<file path="src/rtl/button_debounce.sv">
// Push-button conditioner: input synchroniser, bounce filter and clean level.
// Emits one-cycle rise/fall pulses and a busy flag while a change qualifies.
module button_debounce #(
  parameter int unsigned SYNC_STAGES     = 2,
  parameter int unsigned DEBOUNCE_CYCLES = 1000,
  parameter bit          ACTIVE_LOW      = 1'b0,
  parameter int unsigned CNT_W           = $clog2(DEBOUNCE_CYCLES + 1)
) (
  input  logic clk_i,
  input  logic rst_ni,
  input  logic button_i,
  output logic level_o,
  output logic rise_o,
  output logic fall_o,
  output logic busy_o
);

  typedef enum logic [1:0] {
    STABLE_LO,
    WAIT_HI,
    STABLE_HI,
    WAIT_LO
  } state_e;

  localparam logic [CNT_W-1:0] CNT_LAST = CNT_W'(DEBOUNCE_CYCLES - 1);

  logic                   raw_n;
  logic [SYNC_STAGES-1:0] sync_q;
  logic                   s_q;

  state_e           state_q, state_d;
  logic [CNT_W-1:0] cnt_q, cnt_d;
  logic             level_q, level_d;
  logic             rise_q, rise_d;
  logic             fall_q, fall_d;

  assign raw_n = ACTIVE_LOW ? ~button_i : button_i;
  assign s_q   = sync_q[SYNC_STAGES-1];

  always_ff @(posedge clk_i or negedge rst_ni) begin
    if (!rst_ni) begin
      sync_q <= '0;
    end else begin
      sync_q <= {sync_q[SYNC_STAGES-2:0], raw_n};
    end
  end

  always_ff @(posedge clk_i or negedge rst_ni) begin
    if (!rst_ni) begin
      state_q <= STABLE_LO;
      cnt_q   <= '0;
      level_q <= 1'b0;
      rise_q  <= 1'b0;
      fall_q  <= 1'b0;
    end else begin
      state_q <= state_d;
      cnt_q   <= cnt_d;
      level_q <= level_d;
      rise_q  <= rise_d;
      fall_q  <= fall_d;
    end
  end

  // A reversion on the terminal sample wins over qualification.
  always_comb begin
    state_d = state_q;
    cnt_d   = cnt_q;
    level_d = level_q;
    rise_d  = 1'b0;
    fall_d  = 1'b0;
    unique case (state_q)
      STABLE_LO: begin
        cnt_d = '0;
        if (s_q) state_d = WAIT_HI;
      end
      WAIT_HI: begin
        if (!s_q) begin
          state_d = STABLE_LO;
          cnt_d   = '0;
        end else if (cnt_q == CNT_LAST) begin
          state_d = STABLE_HI;
          cnt_d   = '0;
          level_d = 1'b1;
          rise_d  = 1'b1;
        end else begin
          cnt_d = cnt_q + 1'b1;
        end
      end
      STABLE_HI: begin
        cnt_d = '0;
        if (!s_q) state_d = WAIT_LO;
      end
      WAIT_LO: begin
        if (s_q) begin
          state_d = STABLE_HI;
          cnt_d   = '0;
        end else if (cnt_q == CNT_LAST) begin
          state_d = STABLE_LO;
          cnt_d   = '0;
          level_d = 1'b0;
          fall_d  = 1'b1;
        end else begin
          cnt_d = cnt_q + 1'b1;
        end
      end
      default: begin
        state_d = STABLE_LO;
        cnt_d   = '0;
        level_d = 1'b0;
      end
    endcase
  end

  assign level_o = level_q;
  assign rise_o  = rise_q;
  assign fall_o  = fall_q;
  assign busy_o  = (state_q == WAIT_HI) || (state_q == WAIT_LO);

endmodule

</file>
<file path="config.mk">
export PLATFORM = sky130hd
export DESIGN_NAME = button_debounce
export DESIGN_NICKNAME = d
export VERILOG_FILES = /design/src/rtl/button_debounce.sv
export SDC_FILE = /design/constraint.sdc
export NUM_CORES = 1
export LEC_CHECK = 0
export CAP_MARGIN = 10
export CORE_MARGIN = 3
export CORE_UTILIZATION = 49
export CTS_CLUSTER_DIAMETER = 150
export CTS_CLUSTER_SIZE = 20
export DETAILED_ROUTE_END_ITERATION = 8
export PLACE_DENSITY = 0.74
export RECOVER_POWER = 25
export SYNTH_ARGS = -nofsm -noshare
export SYNTH_HDL_FRONTEND = slang
export SYNTH_SLANG_ARGS = --single-unit
</file>
<file path="constraint.sdc">
create_clock -name clk_i -period 4.01 [get_ports clk_i]
set_input_delay 1.203 -clock clk_i [delete_from_list [all_inputs] [get_ports clk_i]]
set_output_delay 1.203 -clock clk_i [all_outputs]
set_load 0.1 [all_outputs]
</file>
======== After elaboration in Yosys (flattened, before gate mapping) ========
Cells that the tools add are included.
storage, ports and cells
  register bits ........................... 17
  output and inout bits ................... 4
  logic and storage cells ................. 46
operators by class
  $add $sub $neg .......................... 1
  equality and inequality tests ........... 12
  multiplexer cells ....................... 21
  reductions and logical operators ........ 6
operator list
  operator                                              count
  two-way mux 10 bit                                    3
  case mux 10 bit (3 select lines)                      1
  two-way mux 2 bit                                     6
  != test 2 bit (second input constant)                 6
  adder 10 x 1 -> 10 bit (second input constant)        1
  equality test 10 bit (second input constant)          1
  two-way mux 1 bit                                     9
  case mux 2 bit (4 select lines)                       1
  != test 3 bit (second input constant)                 2
  AND reduction 5 bit                                   1
  equality test 2 bit (second input constant)           2
  AND reduction 4 bit                                   1
  equality test 2 x 1 -> 1 bit (second input constant)  1
  zero test 2 bit                                       1
  case mux 1 bit (2 select lines)                       1
  nonzero test 2 bit                                    1
  OR reduction 2 bit                                    1
  logical OR 1 bit                                      1

======== Logic depth before layout (Yosys ltp) ========
Gate-level depths: netlist (run 1).
  depth after elaboration ................. 4
  gate-level depth with buffers ........... 5

======== Worst setup path after synthesis (run 1) ========
Ideal clock, no wire load.
  path type ............................... reg2out
  start ................................... register state_q[0]
  end ..................................... output busy_o
  data arrival time ....................... 1226 ps
  setup slack ............................. 1581 ps
  stages on the path, launching flop included .. 2
  path buffers ............................ 1
  cell sequence ........................... dfrtp_1 clkbuf_1
between the ends
  longest elaborated chain between the ends .. 2
RTL lines
  what                                                                        RTL line  RTL
  start: declaration                                                          31        state_e state_q, state_d;
  start signal: assignment                                                    56        state_q <= state_d;
  equality test 2 x 1 -> 1 bit / equality test 2 bit (equally long branches)  117       assign busy_o = (state_q == WAIT_HI) || (state_q == WAIT_LO);
  logical OR 1 bit (*)                                                        117
  end: declaration                                                            15        output logic busy_o
Every way passes the cells marked *; elsewhere a longest branch is shown, timed or not.

======== Worst setup path in the final report (run 1) ========
Ends and elaborated chain as after synthesis.

==> results.cfg, run 1 <==
[outcome]
outcome = finished, final reports clean

[logic_synthesis]
synthTopCellsByArea = dfrtp_1 56%, xor2_1 6.9%, nor2_1 4.4%
ys_seq_area_share_pct = 55.6
synth_top_area_share_pct = 55.6
synth_cells = 69
yosysTopAreaCell = dfrtp_1
ys_ff_latch = 17
synth_warnings = 0
syn_nets = 73
ys_types = 25
syn_area_per_cell_sq_um = 11.1
synth.cell_area_sq_um = 764

[worst_setup_path]
r2r_setup_slack_ps = 2270
cp-endpoint = busy_o
critPathLaunchType = register
r2r-start = cnt_q[0]$_DFF_PN0_
critPathSlowestCell = clkdlybuf4s50_1
cp-end-kind = output port
crit_type = reg -> out
cp_data_required_time_ps = 2810
max_stage_delay_ps = 1150
crit_chain = clkdlybuf4s50_1
startpoint = state_q[0]$_DFFE_PN0P_
path_depth = 1
r2r-end = level_o$_DFFE_PN0P_
crit_family = buffers and inverters
critPathMaxFanout = 5
crit_buf_inv = 1
arrival_ps = 1850
ff2ff_path_depth = 5

[placed_design]
gp_congestion = 0.749
portBuffers = 6
dp_hpwl_um = 841
dp_cells = 89
pre_cts_ws_ps = 1270

[finish]
synthToLayoutAreaGrowth_pct = 12.8
drive_gt1_share_pct = 10.3
final_cell_count_no_fill = 93
register_area_sq_um = 425
multiInputGateArea_sq_um = 323
num_antenna_cells = 0
fill_cells = 121
final_nets = 83

[cts]
insertion_delay_ps = 290
cts-root-buf = clkbuf_4
clk_path_buf_depth = 2
ctsHoldBuffers = 0
cts_tree = built
cts.sinks = 17
cts_buffers = 3
htree_levels = 1
cts.clk_slew.worst_paths_ps = 90
post-cts-setup-buffers = 0
post_cts_resized = 0

[sta]
worst_pin_slew_ps = 969
finalCritPeriodShare_pct = 76.2
setup_ws_ps = 956
hold_violations = 0
max_freq_mhz = 327
rsz0062_at_grt = false
maxSlewViolCount = 0
slew_headroom_pct = 35.2
setup-tns-final_ps = 0
setup_violations = 0
min_period_ps = 3050
fin_skew_ps = 5.37

[detailed_routing]
finalWirelength_mm = 1.15
drt_pass1_iterations = 2
vias = 508
final_antenna_net_count = 0
drc_errors = 0
wl_per_cell_um = 12.4
vias_per_cell = 5.46
drtIter0Drc = 3

[global_routing]
grt_max_degree = 18
met2_usage_pct = 21.7
grt-busiest-layer = met2
grtUsageMet3_pct = 2.37
grt_pass1_vias = 503
grt_util_all_layers_pct = 14.1
use_met1_pct = 17.6
antenna_found_initial = 0
grt_pass1_wl_mm = 2.05
grt-ovfl-total = 0

[power]
worst_ir_drop_vdd_uv = 192
p_leak_nw = 0.419
power_w = 0.000280
p_per_area_nw_per_um2 = 325

[floorplan]
fp.dieH_um = 45.5
ioPinCount = 7
start_util_pct = 55.3
die_x_um = 45.5
die-area_sq_um = 2070
design.core.area_sq_um = 1380
num_rows = 13

[job]
max_cap_violations = 0

[hold_path]
hp-class = reg -> reg
-- state kept, by name (all words and copies together) (netlist names), named ones only --
register  count
state_q       1
level_o       1
cnt_q        10
sync_q        2
fall_o        1
rise_o        1
-- layer usage --
metal | vias up | share of wire (%)
li1 | 252 | -
met1 | 243 | 49
met2 | 9 | 44
met3 | 4 | 4.0
met4 | 0 | 3.0
met5 | - | 0
-- synthesized netlist by cell type --
cell type  instances
a211o_1            1
a21boi_0           1
a31oi_1            1
and2_1             3
and3_1             2
and3_2             1
and4bb_2           1
clkbuf_1           1
dfrtp_1           17
ha_1               1
inv_1              2
nand2_1            6
nand2b_1           1
nand3_1            5
nand4_1            2
nand4b_4           1
nor2_1             9
nor3_2             1
nor3b_1            1
o211ai_1           1
o21ai_0            1
or3_1              1
or4_4              1
xnor2_1            2
xor2_1             6
-- placed cells by master (no fill, tap or decap), types with 2 or more instances in the layout --
cell type and count:
nor2_1 9, xnor2_1 2, nand4_1 2, nand2_1 6, nand3_1 5, xor2_1 6, clkdlybuf4s50_1 5, and3_1 2
inv_1 2, and2_0 2, clkbuf_4 3, dfrtp_1 17
-- logic make-up (layout without fill, tap and decap cells) --
family                   after synthesis  in the layout  share of synthesized area, %
AND/OR/NAND/NOR                       35             35                          27.5
flip-flops                            17             17                          55.6
XOR/XNOR                               8              8                          9.17
AO/OA/AOI/OAI                          5              5                          4.58
buffers and inverters                  3             12                          1.47
adder cells (fa/ha/maj)                1              1                          1.64
-- worst min-delay path by stage --
| stage | from | end | slack [ps] | cells after the start |
|---|---|---|---|---|
| floorplan | sync_q[0]$_DFF_PN0_ | sync_q[1]$_DFF_PN0_ | 330 | 0 |
| global placement | sync_q[0]$_DFF_PN0_ | sync_q[1]$_DFF_PN0_ | 330 | 0 |
| detailed placement | sync_q[0]$_DFF_PN0_ | sync_q[1]$_DFF_PN0_ | 340 | 0 |
| CTS | sync_q[0]$_DFF_PN0_ | sync_q[1]$_DFF_PN0_ | 360 | 0 |
| global route | sync_q[0]$_DFF_PN0_ | sync_q[1]$_DFF_PN0_ | 380 | 0 |
| finish | sync_q[0]$_DFF_PN0_ | sync_q[1]$_DFF_PN0_ | 360 | 0 |
-- final cells by class --
type,instances,area share [%]
clock buffer,3,2.61
multi-input combinational,49,37.4
sequential,17,49.3
tap,15,2.18
timing repair buffer,6,6.97
clock inverter,1,0.581
inverter,2,0.871
-- stage by stage --
step / hold WS (ps) / utilization, % / area, sq um
final: 358 / 62.4 / 862
after global routing: 379 / 62.4 / 862
after CTS: 363 / 62.7 / 867
after detailed placement: 336 / 60.7 / 840
after global placement: 331 / 60.7 / 840
after floorplan: 331 / - / 764
-- power by group --
group,switching [W],internal [W],total (W)
logic,0.0000101,0.00000378,0.0000139
registers,0.00000201,0.000174,0.000176
clock network,0.0000534,0.0000371,0.0000905
total,0.0000656,0.000215,0.000280
Note: power is estimated with default switching activity, not from simulation.
==> run 2, diff against run 1 <==
clock period = 3.05 ns   (was 4.01 ns; I/O delays follow)
==> run 2 against run 1 <==
- cell area decreased by 0.73%
- utilization down 0.45 points
- flip-flop and latch count did not move
- clock skew shrank 0.55 ps
- die area unchanged
- largest cell class unchanged
- largest power group unchanged
==> results.cfg, run 2 (synthesized netlist as in run 1, its figures left out) <==
[outcome]
outcome = finished, final reports clean

[power]
switchingPower_w = 0.0000796
p_leak_nw = 0.426
seqPwrFrac_pct = 63.7
worst_ir_drop_vdd_uv = 227
p_int_w = 0.000284
p_sw_share_pct = 21.9
p_per_area_nw_per_um2 = 425
pwr-share-clk_pct = 31.3
pwr-share-comb_pct = 5.0

[worst_setup_path]
crit_family = flip-flops
max_stage_delay_ps = 420
critPathSlowestCell = dfrtp_1
cp_data_required_time_ps = 2130
crit_type = reg -> out
arrival_ps = 1030
crit_buf_inv = 1
crit_chain = buf_4
cp-end-kind = output port
critPathMaxFanout = 5
critPathLaunchType = register

[placed_design]
dp_hpwl_um = 920
gp_congestion = 0.731
portBuffers = 6

[global_routing]
grt_util_all_layers_pct = 14.6
grt_pass1_wl_mm = 2.15
grt_pass1_vias = 501
grt-ovfl-total = 0
antenna_found_initial = 0
grt_max_degree = 18

[cts]
cts.sinks = 17
ctsHoldBuffers = 0
cts_tree = built
cts_buffers = 3
insertion_delay_ps = 280
clk_path_buf_depth = 2
cts-root-buf = clkbuf_4
cts.clk_slew.worst_paths_ps = 90
htree_levels = 1
post-cts-setup-buffers = 0
post_cts_resized = 0

[detailed_routing]
vias = 513
drtIter0Drc = 7
wl_per_cell_um = 13.1
drc_errors = 0
finalWirelength_mm = 1.22
vias_per_cell = 5.52
final_antenna_net_count = 0
drt_pass1_iterations = 4

[sta]
rsz0062_at_grt = false
maxSlewViolCount = 0
worst_pin_slew_ps = 729
fin_skew_ps = 4.82
min_period_ps = 1940
setup-tns-final_ps = 0
hold_violations = 0
max_freq_mhz = 515
slew_headroom_pct = 51.3
finalCritPeriodShare_pct = 63.6
setup_violations = 0

[floorplan]
design.core.area_sq_um = 1380
fp.dieH_um = 45.5
num_rows = 13
die-area_sq_um = 2070
ioPinCount = 7
start_util_pct = 55.3
die_x_um = 45.5

[finish]
final_cell_mix = 17 x dfrtp_1, 9 x nor2_1, 6 x xor2_1, 6 x nand2_1, 5 x nand3_1
synthToLayoutAreaGrowth_pct = 11.9
final_nets = 83
fill_cells = 116
top_register = cnt_q
postLayoutCoreUtil_pct = 61.9
reg_top3 = cnt_q (10), sync_q (2)
num_antenna_cells = 0
layout.cells.most_common = dfrtp_1
largest_register_ffs = 10
drive_gt1_share_pct = 15.4

[hold_path]
hp-class = reg -> reg

[job]
max_cap_violations = 0
-- run 2: cell count changes in the layout (fill, tap and decap cells not counted) --
cell	before	now
dlygate4sd3_1	1	2
buf_4	0	4
nor3_1	1	0
clkinv_2	1	0
clkbuf_1	0	1
nor3_2	0	1
clkdlybuf4s50_1	5	0
-- run 2: metal layers --
| metal | track usage (%) | share of wire, % | up-vias |
|---|---|---|---|
| li1 | - | - | 257 |
| met1 | 17.3 | 45 | 248 |
| met2 | 23.4 | 50 | 8 |
| met3 | 5.93 | 4.9 | 0 |
| met4 | 5.26 | 0 | 0 |
| met5 | 0 | 0 | - |
-- run 2: path summary, 6_finish.rpt --
path	endpoint	depth (start not counted)	start	slack, ps
worst min-delay path	sync_q[1]$_DFF_PN0_	0	sync_q[0]$_DFF_PN0_	370
worst max-delay path	busy_o	1	state_q[0]$_DFFE_PN0P_	1110
min in group asynchronous	cnt_q[7]$_DFF_PN0_	1	rst_ni	1120
max in group asynchronous	level_o$_DFFE_PN0P_	1	rst_ni	1470
worst max register to register	level_o$_DFFE_PN0P_	4	cnt_q[0]$_DFF_PN0_	1320
worst min register to register	sync_q[1]$_DFF_PN0_	0	sync_q[0]$_DFF_PN0_	370
-- run 2: cell type report --
cell class              count  area (sq um)  share of cell area [%]
inverters                   2          7.51                   0.877
multi-input cells          49           328                    38.3
well taps                  15          18.8                    2.19
flip-flops and latches     17           425                    49.7
clock buffers               4          26.3                    3.07
repair buffers              6          50.0                    5.85
-- run 2: power groups by stage --
stage / clock network [W] / registers (W) / logic [W]
after floorplan: 0 / 0.000235 / 0.0000106
after global placement: 0 / 0.000235 / 0.0000191
after detailed placement: 0 / 0.000236 / 0.0000195
after CTS: 0.000122 / 0.000231 / 0.0000196
after global routing: 0.000125 / 0.000232 / 0.0000205
final: 0.000114 / 0.000231 / 0.0000182
-- run 2: stage by stage --
step / hold slack [ps] / cell area [sq um] / std cells / worst slack [ps] / total power, W
global route: 392 / 856 / 93 / 1070 / 0.000377
CTS: 378 / 856 / 93 / 1090 / 0.000373
finish: 374 / 856 / 93 / 1110 / 0.000363
detailed placement: 357 / 830 / 89 / 1160 / 0.000255
global placement: 333 / 830 / 89 / 1170 / 0.000255
floorplan: 331 / 764 / 69 / 909 / 0.000246
